===== src/rtl/sar_search_ctrl_pkg.sv =====
// Shared definitions for the SAR binary-search controller and the ALU sequencer.
// Holds the controller state encoding and the probe-counter width rule.
package sar_search_ctrl_pkg;

  localparam int SAR_WIDTH_DEFAULT = 4;

  typedef enum logic [1:0] {
    IDLE  = 2'd0,
    PROBE = 2'd1,
    DONE  = 2'd2
  } sar_state_e;

  // Worst case is WIDTH+1 probes, so the counter must hold values up to WIDTH+1.
  function automatic int cnt_width(input int width);
    return $clog2(width + 2);
  endfunction

endpackage


===== src/rtl/sar_search_ctrl.sv =====
// Binary-search controller: drives comparator trials, narrows [lo,hi] from the
// eq/greater/lesser flags and reports the located value, status and probe count.
module sar_search_ctrl
  import sar_search_ctrl_pkg::*;
#(
  parameter int WIDTH = SAR_WIDTH_DEFAULT,
  parameter int CNT_W = cnt_width(WIDTH)
) (
  input  logic             clk,
  input  logic             rst,
  input  logic             start,
  output logic             enable,
  output logic [WIDTH-1:0] trial,
  input  logic             eq,
  input  logic             greater,
  input  logic             lesser,
  output logic             busy,
  output logic             done,
  output logic             found,
  output logic             error,
  output logic [WIDTH-1:0] result,
  output logic [CNT_W-1:0] probes
);

  localparam logic [WIDTH-1:0] ALL_ONES    = '1;
  localparam logic [WIDTH-1:0] FIRST_TRIAL = ALL_ONES >> 1;

  sar_state_e       state_q, state_d;
  logic [WIDTH-1:0] lo_q, lo_d;
  logic [WIDTH-1:0] hi_q, hi_d;
  logic [WIDTH-1:0] trial_q, trial_d;
  logic [WIDTH-1:0] result_q, result_d;
  logic [CNT_W-1:0] probes_q, probes_d;
  logic             found_q, found_d;
  logic             error_q, error_d;

  // Midpoints are formed one bit wider so lo+hi cannot overflow before the shift.
  logic [WIDTH:0] mid_up;
  logic [WIDTH:0] mid_dn;

  assign mid_up = {1'b0, trial_q} + {1'b0, hi_q} + {{WIDTH{1'b0}}, 1'b1};
  assign mid_dn = {1'b0, lo_q} + {1'b0, trial_q} - {{WIDTH{1'b0}}, 1'b1};

  always_ff @(posedge clk) begin
    if (rst) begin
      state_q  <= IDLE;
      lo_q     <= '0;
      hi_q     <= ALL_ONES;
      trial_q  <= '0;
      result_q <= '0;
      probes_q <= '0;
      found_q  <= 1'b0;
      error_q  <= 1'b0;
    end else begin
      state_q  <= state_d;
      lo_q     <= lo_d;
      hi_q     <= hi_d;
      trial_q  <= trial_d;
      result_q <= result_d;
      probes_q <= probes_d;
      found_q  <= found_d;
      error_q  <= error_d;
    end
  end

  always_comb begin
    state_d  = state_q;
    lo_d     = lo_q;
    hi_d     = hi_q;
    trial_d  = trial_q;
    result_d = result_q;
    probes_d = probes_q;
    found_d  = found_q;
    error_d  = error_q;

    case (state_q)
      IDLE: begin
        if (start) begin
          lo_d     = '0;
          hi_d     = ALL_ONES;
          trial_d  = FIRST_TRIAL;
          probes_d = '0;
          found_d  = 1'b0;
          error_d  = 1'b0;
          state_d  = PROBE;
        end
      end

      PROBE: begin
        probes_d = probes_q + CNT_W'(1);
        case ({eq, greater, lesser})
          3'b100: begin
            result_d = trial_q;
            found_d  = 1'b1;
            state_d  = DONE;
          end
          3'b010: begin
            if (trial_q == hi_q) begin
              found_d = 1'b0;
              state_d = DONE;
            end else begin
              lo_d    = trial_q + WIDTH'(1);
              trial_d = WIDTH'(mid_up >> 1);
            end
          end
          3'b001: begin
            if (trial_q == lo_q) begin
              found_d = 1'b0;
              state_d = DONE;
            end else begin
              hi_d    = trial_q - WIDTH'(1);
              trial_d = WIDTH'(mid_dn >> 1);
            end
          end
          default: begin
            error_d = 1'b1;
            found_d = 1'b0;
            state_d = DONE;
          end
        endcase
      end

      DONE:    state_d = IDLE;
      default: state_d = IDLE;
    endcase
  end

  assign enable = (state_q == PROBE);
  assign busy   = (state_q == PROBE);
  assign done   = (state_q == DONE);
  assign trial  = trial_q;
  assign result = result_q;
  assign probes = probes_q;
  assign found  = found_q;
  assign error  = error_q;

endmodule

===== config.mk =====
export PLATFORM = sky130hd
export DESIGN_NAME = sar_search_ctrl
export DESIGN_NICKNAME = d
export VERILOG_FILES = /design/src/rtl/sar_search_ctrl_pkg.sv /design/src/rtl/sar_search_ctrl.sv
export SDC_FILE = /design/constraint.sdc
export NUM_CORES = 1
export LEC_CHECK = 0
export BUFFER_PORTS_ARGS = -buffer_cell sky130_fd_sc_hd__buf_2
export CAP_MARGIN = 40
export CORE_ASPECT_RATIO = 2
export CORE_UTILIZATION = 40
export DETAILED_ROUTE_END_ITERATION = 10
export SLEW_MARGIN = 5
export SYNTH_ARGS = -nofsm -noshare
export SYNTH_HDL_FRONTEND = slang
export SYNTH_SLANG_ARGS = --single-unit

===== constraint.sdc =====
create_clock -name clk -period 2.4 [get_ports clk]
set_input_delay 0.24 -clock clk [delete_from_list [all_inputs] [get_ports clk]]
set_output_delay 0.24 -clock clk [all_outputs]
set_load 0.05 [all_outputs]

## After elaboration in Yosys (flattened, before gate mapping)

Index checks and enable logic that the tools add are counted.

| operators by class | value |
|---|---|
| $add $sub $neg | 7 |
| multiply operators | 0 |
| div/mod/pow operators | 0 |
| $lt $le $gt $ge | 0 |
| equal/unequal tests | 18 |
| shift-type cells | 0 |
| mux-type cells | 27 |
| bitwise gates (word level) | 0 |
| reduce and logical (&&, ||, !) cells | 11 |

Operator list:

| cell | count |
|---|---|
| two-way mux 4 bit | 9 |
| one-hot mux 4 bit (2 select lines) | 4 |
| != test 3 bit (second input constant) | 4 |
| AND reduction 4 bit | 3 |
| adder 4 x 4 -> 5 bit | 2 |
| equality test 4 bit | 2 |
| != test 2 bit (second input constant) | 4 |
| one-hot mux 2 bit (2 select lines) | 2 |
| two-way mux 2 bit | 3 |
| one-hot mux 3 bit (2 select lines) | 1 |
| AND reduction 3 bit | 2 |
| adder 5 x 1 -> 5 bit (second input constant) | 1 |
| AND reduction 5 bit | 1 |
| subtractor 5 x 1 -> 5 bit (second input constant) | 1 |
| adder 4 x 1 -> 4 bit (second input constant) | 1 |
| two-way mux 1 bit | 4 |
| != test 2 x 1 -> 1 bit (second input constant) | 2 |
| one-hot mux 1 bit (2 select lines) | 2 |
| AND reduction 2 bit | 2 |
| subtractor 4 x 1 -> 4 bit (second input constant) | 1 |
| adder 3 x 1 -> 3 bit (second input constant) | 1 |
| equality test 3 x 1 -> 1 bit (second input constant) | 1 |
| equality test 3 x 2 -> 1 bit (second input constant) | 1 |
| equality test 3 bit (second input constant) | 1 |
| other kinds (8) | 8 |

| word-level totals | value |
|---|---|
| bits in registers | 23 |
| latch bits | 0 |
| bits in writable memories | 0 |
| memory bits (read-only) | 0 |
| output and inout port bits | 16 |
| word-level logic and storage cells | 71 |
| memories kept | 0 |

## Longest topological paths before layout

Gate-level depths: netlist of run 1.

| logic depth | value |
|---|---|
| depth in word-level cells | 5 |
| depth in mapped cells | 10 |
| depth with buffers taken out | 9 |

## Least setup slack after synthesis of run 1

No wires, ideal clock.

| timing path | value |
|---|---|
| path type | register to register |
| from | register trial_q[2], in the netlist trial[2] |
| to | register trial_q[3], in the netlist trial[3] |
| library setup time | 0.116 ns |
| data arrival time | 2.441 ns |
| path slack | -0.157 ns |
| stages on the path, launching flop included | 11 |
| buffers on the path | 1 |
| period minus slack after synthesis | 2.557 ns |
| cell sequence | dfxtp_1 > clkbuf_1 > inv_1 > ha_1 > inv_1 > ha_1 > a21o_1 > a21oi_1 > xor2_1 > a21oi_1 > a31o_2 |

| between the ends | value |
|---|---|
| cells in the longest elaborated chain, start to end | 5 |

Ends and longest elaborated chain:

| item | line | text |
|---|---|---|
| start: declaration | sar_search_ctrl.sv:31 | `logic [WIDTH-1:0] trial_q, trial_d;` |
| start signal: assignment | sar_search_ctrl.sv:58 | `trial_q <= trial_d;` |
| adder 4 x 4 -> 5 bit, on equally long branches | sar_search_ctrl.sv:42, sar_search_ctrl.sv:41 |  |
| subtractor 5 x 1 -> 5 bit or adder 5 x 1 -> 5 bit (tied branches) | sar_search_ctrl.sv:42, sar_search_ctrl.sv:41 |  |
| two-way mux 4 bit, on equally long branches | sar_search_ctrl.sv:107, sar_search_ctrl.sv:98 |  |
| one-hot mux 4 bit (2 select lines) | sar_search_ctrl.sv:91 | `case ({eq, greater, lesser})` |
| one-hot mux 4 bit (2 select lines) | sar_search_ctrl.sv:76 | `case (state_q)` |

Parallel ways exist; a longest one is shown, timed or not. The select of a mux whose other input is x is not followed.
A chain may end at the register's enable or synchronous reset.

## Worst setup path in the final report of run 1

| timing path | value |
|---|---|
| from | register trial_q[3], in the netlist trial[3] |
| to | register found_q, in the netlist found |

| between the ends | value |
|---|---|
| cells in the longest elaborated chain, start to end | 3 |

Ends and longest elaborated chain:

| item | line | text |
|---|---|---|
| equality test 4 bit, on equally long branches | sar_search_ctrl.sv:107, sar_search_ctrl.sv:98 |  |
| != test 3 bit (no source line) | -- |  |
| AND reduction 4 bit (no source line) (*) | -- |  |
| end signal: assignment | sar_search_ctrl.sv:61 | `found_q <= found_d;` |
| end: declaration | sar_search_ctrl.sv:34 | `logic found_q, found_d;` |

Mark *: on every way between the ends. The rest lies on a longest branch, timed or not.

==> metrics.md, run 1 <==
| Metric | Value |
|---|---|
| Worst-path fanout max | `5` |
| YS warnings | `0` |
| Min-delay src | `start` |
| Reg clk slew, reported paths | `90 ps` |
| Clock sinks | `23` |
| RSZ-0062 raised after global routing | `no` |
| Largest buffer count on any clock path | `2` |
| FFs w/ async S/R, synth | `0` |
| Post-synth top area cell | `dfxtp_1` |
| CORE AREA | `3380 sq um` |
| Reg2Reg Launch Point | `trial[3]` |
| Area grow syn2layout | `14.2%` |
| Dominant synthesized flop cell | `dfxtp_1` |
| TritonCTS clock tree | `built` |
| First-pass GRT wire length | `5.90 mm` |
| Max frequency | `459 MHz` |
| Largest cells by area after synthesis | `dfxtp_1 (32%), ha_1 (12%), nor2_1 (5.5%)` |
| Htree depth | `1` |
| Mapped cell area | `1420 sq um` |
| Total track usage | `0.208` |
| FP Rows | `30` |
| Vias in the first global route | `1265` |
| Number of max-cap violations | `0` |
| Slew @ Worst Pin | `595 ps` |
| Post-DR vias/cell | `5.60` |
| Final hold vios | `0` |
| Clk_lat worst skew | `270 ps` |
| Vias | `1243` |
| PortBufs | `21` |
| Syn Area/Cell | `8.57 sq um` |
| Tcrit/Tclk final | `0.907` |
| IO Pins | `22` |
| Pwr Total | `0.00111 W` |
| Hold crit path type | `in -> reg` |
| Die H | `86.3 um` |
| Antenna diode count | `0` |
| Final Max Slew Viols | `0` |
| HPWL Detailed | `2.89 mm` |
| Share of cells above drive strength 1 | `0.232` |
| CP required | `2560 ps` |
| Seq/Total Area, Yosys | `0.324` |
| Synth unique cells | `37` |
| Syn_nets | `188` |
| Finish-stage setup viols | `0` |
| PD cells | `683 nW/um^2` |
| Status | `finished clean` |
| Crit start category | `flop` |
| Setup Skew | `4.91 ps` |
| Reg-to-reg endpoint | `found` |
| Hold path endpoint | `error` |
| Largest net degree at the start of global routing | `25` |
| CP arrival | `2330 ps` |
| Synth top cells by count | `dfxtp_1 (23), nor2_1 (21), inv_1 (19)` |
| GRT overflow | `0` |
| Final TNS setup | `0 ps` |
| Initial core utilization | `0.421` |
| First-pass DRT Iterations | `6` |
| Slew HR | `0.601` |
| Cells after Synth | `166` |
| Top-area cell type share of the netlist area | `0.324` |
| Final WL | `3.54 mm` |
| Synth Register Bits | `23` |
| DRC errors left | `0` |
| Most frequent cell after synthesis | `dfxtp_1` |
| WL/cell | `15.9 um` |
| Root Buffer | `clkbuf_8` |
| Pleak | `0.740 nW` |
| Setup CP Type | `reg -> reg` |
| Die area | `3810 sq um` |
| Number of fill cells | `352` |
| Min Tclk post-route | `2180 ps` |
| Hold path depth | `4` |
| Post-synth EDFFs | `0` |
| Die W | `44.2 um` |
| Num CTS Buffers | `3` |
| Reg2Reg Depth | `7` |
| DRT antenna net count | `0` |
| Crit. End Element | `flop` |
| Register-to-register setup slack | `220 ps` |
| Hold-fix buffers, CTS | `0` |
| Gpl congestion | `0.886` |
| Initial antenna violation count | `0` |
| Fin nets | `213` |
| VDD IR max | `388 uV` |
| DRT iter0 DRCs | `22` |
how the worst max path moves through the flow:
stage | from | to | slack, ps | depth (start not counted)
floorplan | trial[2] | trial[3] | 8 | 10
global placement | trial[3] | found | 160 | 7
detailed placement | trial[3] | found | 120 | 7
CTS | trial[3] | found | 110 | 7
global route | trial[3] | found | 80 | 7
finish | trial[3] | found | 220 | 7
area by class of cell:
cell class / instances / area [sq um] / area share
Clock inverter: 1 / 7.51 / 0.00462
Inverter: 20 / 75.1 / 0.0462
Sequential cell: 23 / 463 / 0.285
Multi-Input combinational cell: 118 / 863 / 0.531
Tap cell: 32 / 40.0 / 0.0246
Timing Repair Buffer: 25 / 135 / 0.0831
Clock buffer: 3 / 41.3 / 0.0254
layout by cell type (no fill, tap or decap), drive strengths merged, types with 6 or more instances in the layout:
cell and n:
nand2b 6, inv 20, nor3 8, nand2 7, nor2 21, mux2i 6, dfxtp 23, a21oi 8
ha 14, buf 25, o21ai 9
timing repair:
action | 4_1_cts | 5_1_grt
setup endpoints to repair | 0 | 1
gates resized for setup | 0 | 1
endpoints found under the hold margin | 0 | 0
setup buffers | 0 | 0
metal layers:
metal	part of all wire	global-route usage	up-vias
met4	0.049	0.118	0
li1	-	-	610
met1	0.36	0.202	587
met5	0	0	-
met2	0.56	0.400	35
met3	0.027	0.0146	11
worst max-delay path, stage by stage (launching register included):
cell and delay, ps:
dfxtp_1 450, inv_1 120, ha_1 340, nor4_2 410
o21ai_4 110, nand2b_2 240, a211oi_1 320, nor3_2 80
metrics by stage:
stage | instance area [sq um] | hold WS [ps] | util | cells | setup slack (ps)
final | 1630 | 330 | 0.481 | 222 | 222
after global routing | 1630 | 404 | 0.481 | 222 | 78.6
after CTS | 1620 | 333 | 0.479 | 222 | 106
after detailed placement | 1570 | 475 | 0.465 | 218 | 122
after global placement | 1570 | 465 | 0.465 | 218 | 156
after floorplan | 1430 | 312 | - | 166 | 8.06
flip-flops by register name, summed over array words and instances (netlist names):
name / flops
hi_q: 4
trial: 4
found: 1
error: 1
lo_q: 4
probes: 3
result: 4
state_q: 2
report_power, final:
part	internal [W]	switching [W]	leakage [nW]	total [W]
sequential	0.000405	0.0000245	0.188	0.000429
clock	0.000118	0.000137	0.0217	0.000255
combinational	0.000153	0.000273	0.531	0.000426
cells by family (layout without fill, tap and decap cells):
kind of cell	after synthesis	after routing	share of synthesized area
and+or+nand+nor	55	55	0.201
xor gates and xnor gates	7	7	0.0431
DFF	23	23	0.324
muxes	6	6	0.0422
AOI/OAI and AO/OA	34	34	0.165
buffers and inverters	25	49	0.0739
adders and majority gates	16	16	0.151
Note: power is estimated with default switching activity, not from simulation.
==> run 2, diff against run 1 <==
CORE_ASPECT_RATIO = default   (was 2)
CORE_UTILIZATION = 56   (was 40)
PLACE_DENSITY = 0.79   (was default)
==> metrics.md, run 2 (synthesized netlist as in run 1, its figures left out) <==
| Metric | Value |
|---|---|
| Sw Ratio | `0.397 (+0.00593)` |
| WL/cell | `13.9 um (-13%)` |
| GRT overflow | `0 (unchanged)` |
| Final hold vios | `0 (unchanged)` |
| Worst-path fanout max | `5 (unchanged)` |
| PortBufs | `21 (unchanged)` |
| Number of max-cap violations | `0 (unchanged)` |
| Largest buffer count on any clock path | `2 (unchanged)` |
| CP required | `2640 ps (+80 ps)` |
| Fin nets | `213 (unchanged)` |
| Initial antenna violation count | `0 (unchanged)` |
| Gpl congestion | `0.890 (+0.45%)` |
| Cell area after layout | `1600 sq um (-1.6%)` |
| Tcrit/Tclk final | `0.955 (+0.0474)` |
| Slew @ Worst Pin | `602 ps (+7.90 ps)` |
| Comb power frac | `0.401 (+0.018)` |
| PD cells | `647 nW/um^2 (-5.3%)` |
| Pleak | `0.736 nW (-0.55%)` |
| Number of fill cells | `192 (-45%)` |
| HPWL Detailed | `2.33 mm (-19%)` |
| Htree depth | `1 (unchanged)` |
| Setup Skew | `11.2 ps (+6.31 ps)` |
| Vias | `1211 (-2.6%)` |
| TritonCTS clock tree | `built` |
| Status | `finished clean` |
| Root Buffer | `clkbuf_4` |
| Total track usage | `0.257 (+0.0487)` |
| Area grow syn2layout | `12.4%` |
| Clk_lat worst skew | `320 ps (+50 ps)` |
| DRT iter0 DRCs | `27 (+23%)` |
| Hold crit path type | `in -> reg` |
| First-pass GRT wire length | `5.04 mm (-15%)` |
| Pint | `0.000623 W (-7.8%)` |
| Cts repair resizes | `0 (unchanged)` |
| Post-CTS Setup Inserts | `0 (unchanged)` |
| Clk pwr share | `0.180 (-0.050)` |
| DRC errors left | `0 (unchanged)` |
| Num CTS Buffers | `3 (unchanged)` |
| Reg power frac | `0.419 (+0.032)` |
| Die area | `2750 sq um (-28%)` |
| Psw | `0.000411 W (-5.4%)` |
| Crit start category | `flop` |
| Antenna diode count | `0 (unchanged)` |
| Clock sinks | `23 (unchanged)` |
| Most frequent cells in the layout | `nor2_1 (21), dfxtp_1 (21), buf_2 (21)` |
| Crit. End Element | `flop` |
| DRT antenna net count | `0 (unchanged)` |
| Setup CP Type | `reg -> reg` |
| Die W | `52.4 um (+19%)` |
| Initial core utilization | `0.619 (+0.198)` |
| Share of cells above drive strength 1 | `0.232 (unchanged)` |
| Die H | `52.4 um (-39%)` |
| Final Max Slew Viols | `0 (unchanged)` |
| VDD IR max | `382 uV (-1.5%)` |
| FP Rows | `17 (-43%)` |
| CP arrival | `2530 ps (+200 ps)` |
| Placed cell areas | `1570 sq um (-0.32%)` |
| RSZ-0062 raised after global routing | `no` |
| Max frequency | `436 MHz (-5.0%)` |
| Final TNS setup | `0 ps (unchanged)` |
| Post-DR vias/cell | `5.56 (-0.79%)` |
| First-pass DRT Iterations | `4 (-2)` |
| Min Tclk post-route | `2290 ps (+114 ps)` |
| Largest net degree at the start of global routing | `25 (unchanged)` |
| Reg clk slew, reported paths | `140 ps (+50 ps)` |
| IO Pins | `22 (unchanged)` |
| Vias in the first global route | `1077 (-15%)` |
| Hold-fix buffers, CTS | `0 (unchanged)` |
| CORE AREA | `2300 sq um (-32%)` |
| Final WL | `3.03 mm (-14%)` |
| Finish-stage setup viols | `0 (unchanged)` |
| Pwr Total | `0.00103 W (-6.9%)` |
| Slew HR | `0.596 (-0.00529)` |
==> run 2: path summary, 6_finish.rpt <==
check / start / to / slack, ps / cells past startpoint
hold reg to reg: error / error / 490 / 2
setup reg to reg: trial[3] / trial[1] / 110 / 8
hold / removal: start / error / 260 / 4
setup / recovery: trial[3] / trial[1] / 110 / 8
==> run 2: layout make-up <==
class                      instances  area (sq um)  area share
clock buffer                       3          22.5      0.0141
clock inverter                     1          5.00     0.00313
inverter                          20          75.1      0.0469
multi-input combinational        118           863       0.540
sequential                        23           463       0.290
tap                               28          35.0      0.0219
timing repair buffer              25           135      0.0845
==> run 2: power by group through the flow <==
stage / Combinational, W / Sequential [W] / Clock (W)
2_1_floorplan: 0.000262 / 0.000485 / 0
3_3_place_gp: 0.000398 / 0.000439 / 0
4_1_cts: 0.000409 / 0.000433 / 0.000187
3_5_place_dp: 0.000406 / 0.000441 / 0
5_1_grt: 0.000464 / 0.000437 / 0.000203
6_report: 0.000415 / 0.000433 / 0.000186
==> run 2: critical path, cell delays in order (launching register included) <==
cell      delay, ps
dfxtp_1         480
inv_1           130
ha_1            350
nor4_2          360
buf_4           180
o21ai_4          60
nand2b_2        230
and2_2          240
a211oi_2        190
==> run 2: routing by layer <==
| layer | track usage | part of all wire | wire length, um |
|---|---|---|---|
| met5 | 0 | 0 | 0 |
| met4 | 0.132 | 0.028 | 84 |
| met3 | 0.0174 | 0.051 | 154 |
| met2 | 0.395 | 0.44 | 1330 |
| met1 | 0.358 | 0.48 | 1460 |
==> run 2: metrics by stage <==
| step | hold WS [ps] | utilization | setup slack [ps] | std cells |
|---|---|---|---|---|
| 2_1_floorplan | 312 | - | 8.06 | 166 |
| 3_3_place_gp | 469 | 0.681 | 226 | 214 |
| 3_5_place_dp | 478 | 0.681 | 135 | 214 |
| 4_1_cts | 263 | 0.693 | 86.5 | 218 |
| 5_1_grt | 257 | 0.696 | 10.4 | 218 |
| 6_report | 260 | 0.696 | 109 | 218 |
==> run 3, diff against run 2 <==
GPL_ROUTABILITY_DRIVEN = 0   (was default)
MAX_ROUTING_LAYER = met4   (was default)
==> metrics.md, run 3 (synthesized netlist as in run 1, its figures left out) <==
| Metric | Value |
|---|---|
| Cell area after layout | `1590 sq um (-0.86%)` |
| Clock sinks | `23 (unchanged)` |
| Final TNS setup | `0 ps (unchanged)` |
| Slew @ Worst Pin | `567 ps (-35.8 ps)` |
| Most frequent cells in the layout | `nor2_1 (21), dfxtp_1 (21), buf_2 (21)` |
| Placed cell areas | `1560 sq um (-0.48%)` |
| Hold crit path type | `in -> reg` |
| Tcrit/Tclk final | `0.922 (-0.0332)` |
| Non-filler cells, final | `217 (-0.46%)` |
| DRT iter0 DRCs | `56 (+110%)` |
| Total track usage | `0.259 (+0.00203)` |
| Met3 usage | `0.0464 (+0.0290)` |
| Reg-to-reg endpoint | `trial[1]` |
| TritonCTS clock tree | `built` |
| Die area | `2750 sq um (unchanged)` |
| Register-to-register setup slack | `190 ps (+80 ps)` |
| VDD IR max | `452 uV (+18%)` |
| Die H | `52.4 um (unchanged)` |
| FP Rows | `17 (unchanged)` |
| DRT antenna net count | `0 (unchanged)` |
| Area grow syn2layout | `11.4%` |
| Cell Chain, Critical Path | `inv_1 > ha_1 > nor4_1 > buf_4 > o21ai_4 > nand2b_2 > and2_2 > a211oi_2` |
| Slew HR | `0.620 (+0.0240)` |
| Setup CP Type | `reg -> reg` |
| Initial core utilization | `0.619 (unchanged)` |
| Hold path endpoint | `error` |
| Clk_lat worst skew | `320 ps (about the same)` |
| DRC errors left | `0 (unchanged)` |
| Vias | `1229 (+1.5%)` |
| Status | `finished clean` |
| Min Tclk post-route | `2210 ps (-79.8 ps)` |
| HPWL Detailed | `2.37 mm (+1.7%)` |
| Max frequency | `452 MHz (+3.6%)` |
| CP arrival | `2450 ps (-80 ps)` |
| Met2 Usage GRT | `0.414 (+0.0190)` |
| Final hold slack | `317 ps (+57.6 ps)` |
| First-pass GRT wire length | `5.04 mm (+0.12%)` |
| CP required | `2640 ps (about the same)` |
| GRT overflow | `0 (unchanged)` |
| Placed Cells | `213 (-0.47%)` |
| IO Pins | `22 (unchanged)` |
| Post-DR vias/cell | `5.66 (+2.0%)` |
| Antenna diode count | `0 (unchanged)` |
| Crit-path max cell delay | `470 ps (about the same)` |
| Vias in the first global route | `1163 (+8.0%)` |
| Hold path depth | `4 (unchanged)` |
| Reg clk slew, reported paths | `130 ps (about the same)` |
| Largest buffer count on any clock path | `2 (unchanged)` |
| Worst-path fanout max | `5 (unchanged)` |
| WL/cell | `13.7 um (-1.4%)` |
| Crit start category | `flop` |
| Final WL | `2.97 mm (-1.8%)` |
| Hold-fix buffers, CTS | `0 (unchanged)` |
| Final hold vios | `0 (unchanged)` |
| Share of cells above drive strength 1 | `0.222 (-0.00936)` |
| Number of max-cap violations | `0 (unchanged)` |
| Number of fill cells | `195 (+1.6%)` |
| Pleak | `0.730 nW (-0.80%)` |
| Num CTS Buffers | `3 (unchanged)` |
| Htree depth | `1 (unchanged)` |
| Finish-stage setup viols | `0 (unchanged)` |
| Initial antenna violation count | `0 (unchanged)` |
| Reg2Reg Depth | `8 (unchanged)` |
| Final Max Slew Viols | `0 (unchanged)` |
| Reg2Reg Launch Point | `trial[3]` |
| Post-CTS Setup Inserts | `0 (unchanged)` |
| Met1 Use GR | `0.324 (-0.0334)` |
| Root Buffer | `clkbuf_4` |
| CORE AREA | `2300 sq um (unchanged)` |
| Largest net degree at the start of global routing | `25 (unchanged)` |
| PD cells | `642 nW/um^2 (-0.76%)` |
| RSZ-0062 raised after global routing | `no` |
| Busiest layer in global routing | `met2` |
| Min-delay src | `start` |
| Crit. End Element | `flop` |
| Setup Skew | `7.26 ps (-3.95 ps)` |
| Slowest CP cell | `dfxtp_1` |
| First-pass DRT Iterations | `4 (unchanged)` |
| Fin nets | `212 (-0.47%)` |
| Cts repair resizes | `0 (unchanged)` |
| PortBufs | `21 (unchanged)` |
| Die W | `52.4 um (unchanged)` |
run 3: cell count changes in the layout (fill, tap and decap cells not counted):
cell	delta
nor4_1	+1
nor4_2	-1
buf_4	-1
run 3: report_power, final:
group          leakage [nW]  total, W  switching [W]  internal [W]
registers             0.188  0.000433      0.0000281      0.000405
logic                 0.525  0.000403       0.000253      0.000150
clock network        0.0177  0.000181       0.000118     0.0000624
total                 0.730   0.00102       0.000399      0.000618
run 3: worst max-delay path by stage:
stage,start,to,slack (ps),depth (start not counted)
after CTS,trial[3],trial[1],180,8
final,trial[3],trial[1],190,8
after global routing,trial[3],found,20,8
after floorplan,trial[2],trial[3],8,10
after global placement,trial[3],found,220,8
after detailed placement,trial[3],trial[1],220,8
run 3: stage by stage:
step / utilization / setup slack [ps] / total power [W]
2_1_floorplan: - / 8.06 / 0.000747
3_3_place_gp: 0.678 / 217 / 0.000827
3_5_place_dp: 0.678 / 218 / 0.000843
4_1_cts: 0.690 / 175 / 0.00102
5_1_grt: 0.690 / 21.2 / 0.00108
6_report: 0.690 / 188 / 0.00102
run 3: per-layer routing:
layer / wire length, um / part of all wire
met4: 53 / 0.018
met1: 1310 / 0.44
met2: 1430 / 0.48
met5: 0 / 0
met3: 173 / 0.058
run 3: layout make-up:
| type | count | area (sq um) | area share |
|---|---|---|---|
| clock buffer | 3 | 22.5 | 0.0142 |
| clock inverter | 1 | 5.00 | 0.00316 |
| inverter | 20 | 75.1 | 0.0474 |
| multi-input combinational | 118 | 857 | 0.541 |
| sequential | 23 | 463 | 0.292 |
| tap | 28 | 35.0 | 0.0221 |
| timing repair buffer | 24 | 128 | 0.0805 |
run 3: critical path: cells and delay by family, from the launching register on:
kind                       cells  cell delay (ps)
DFF                            1              470
adders and majority gates      1              330
AOI/OAI and AO/OA              2              240
and+or+nand+nor                3              780
buffers and inverters          2              310
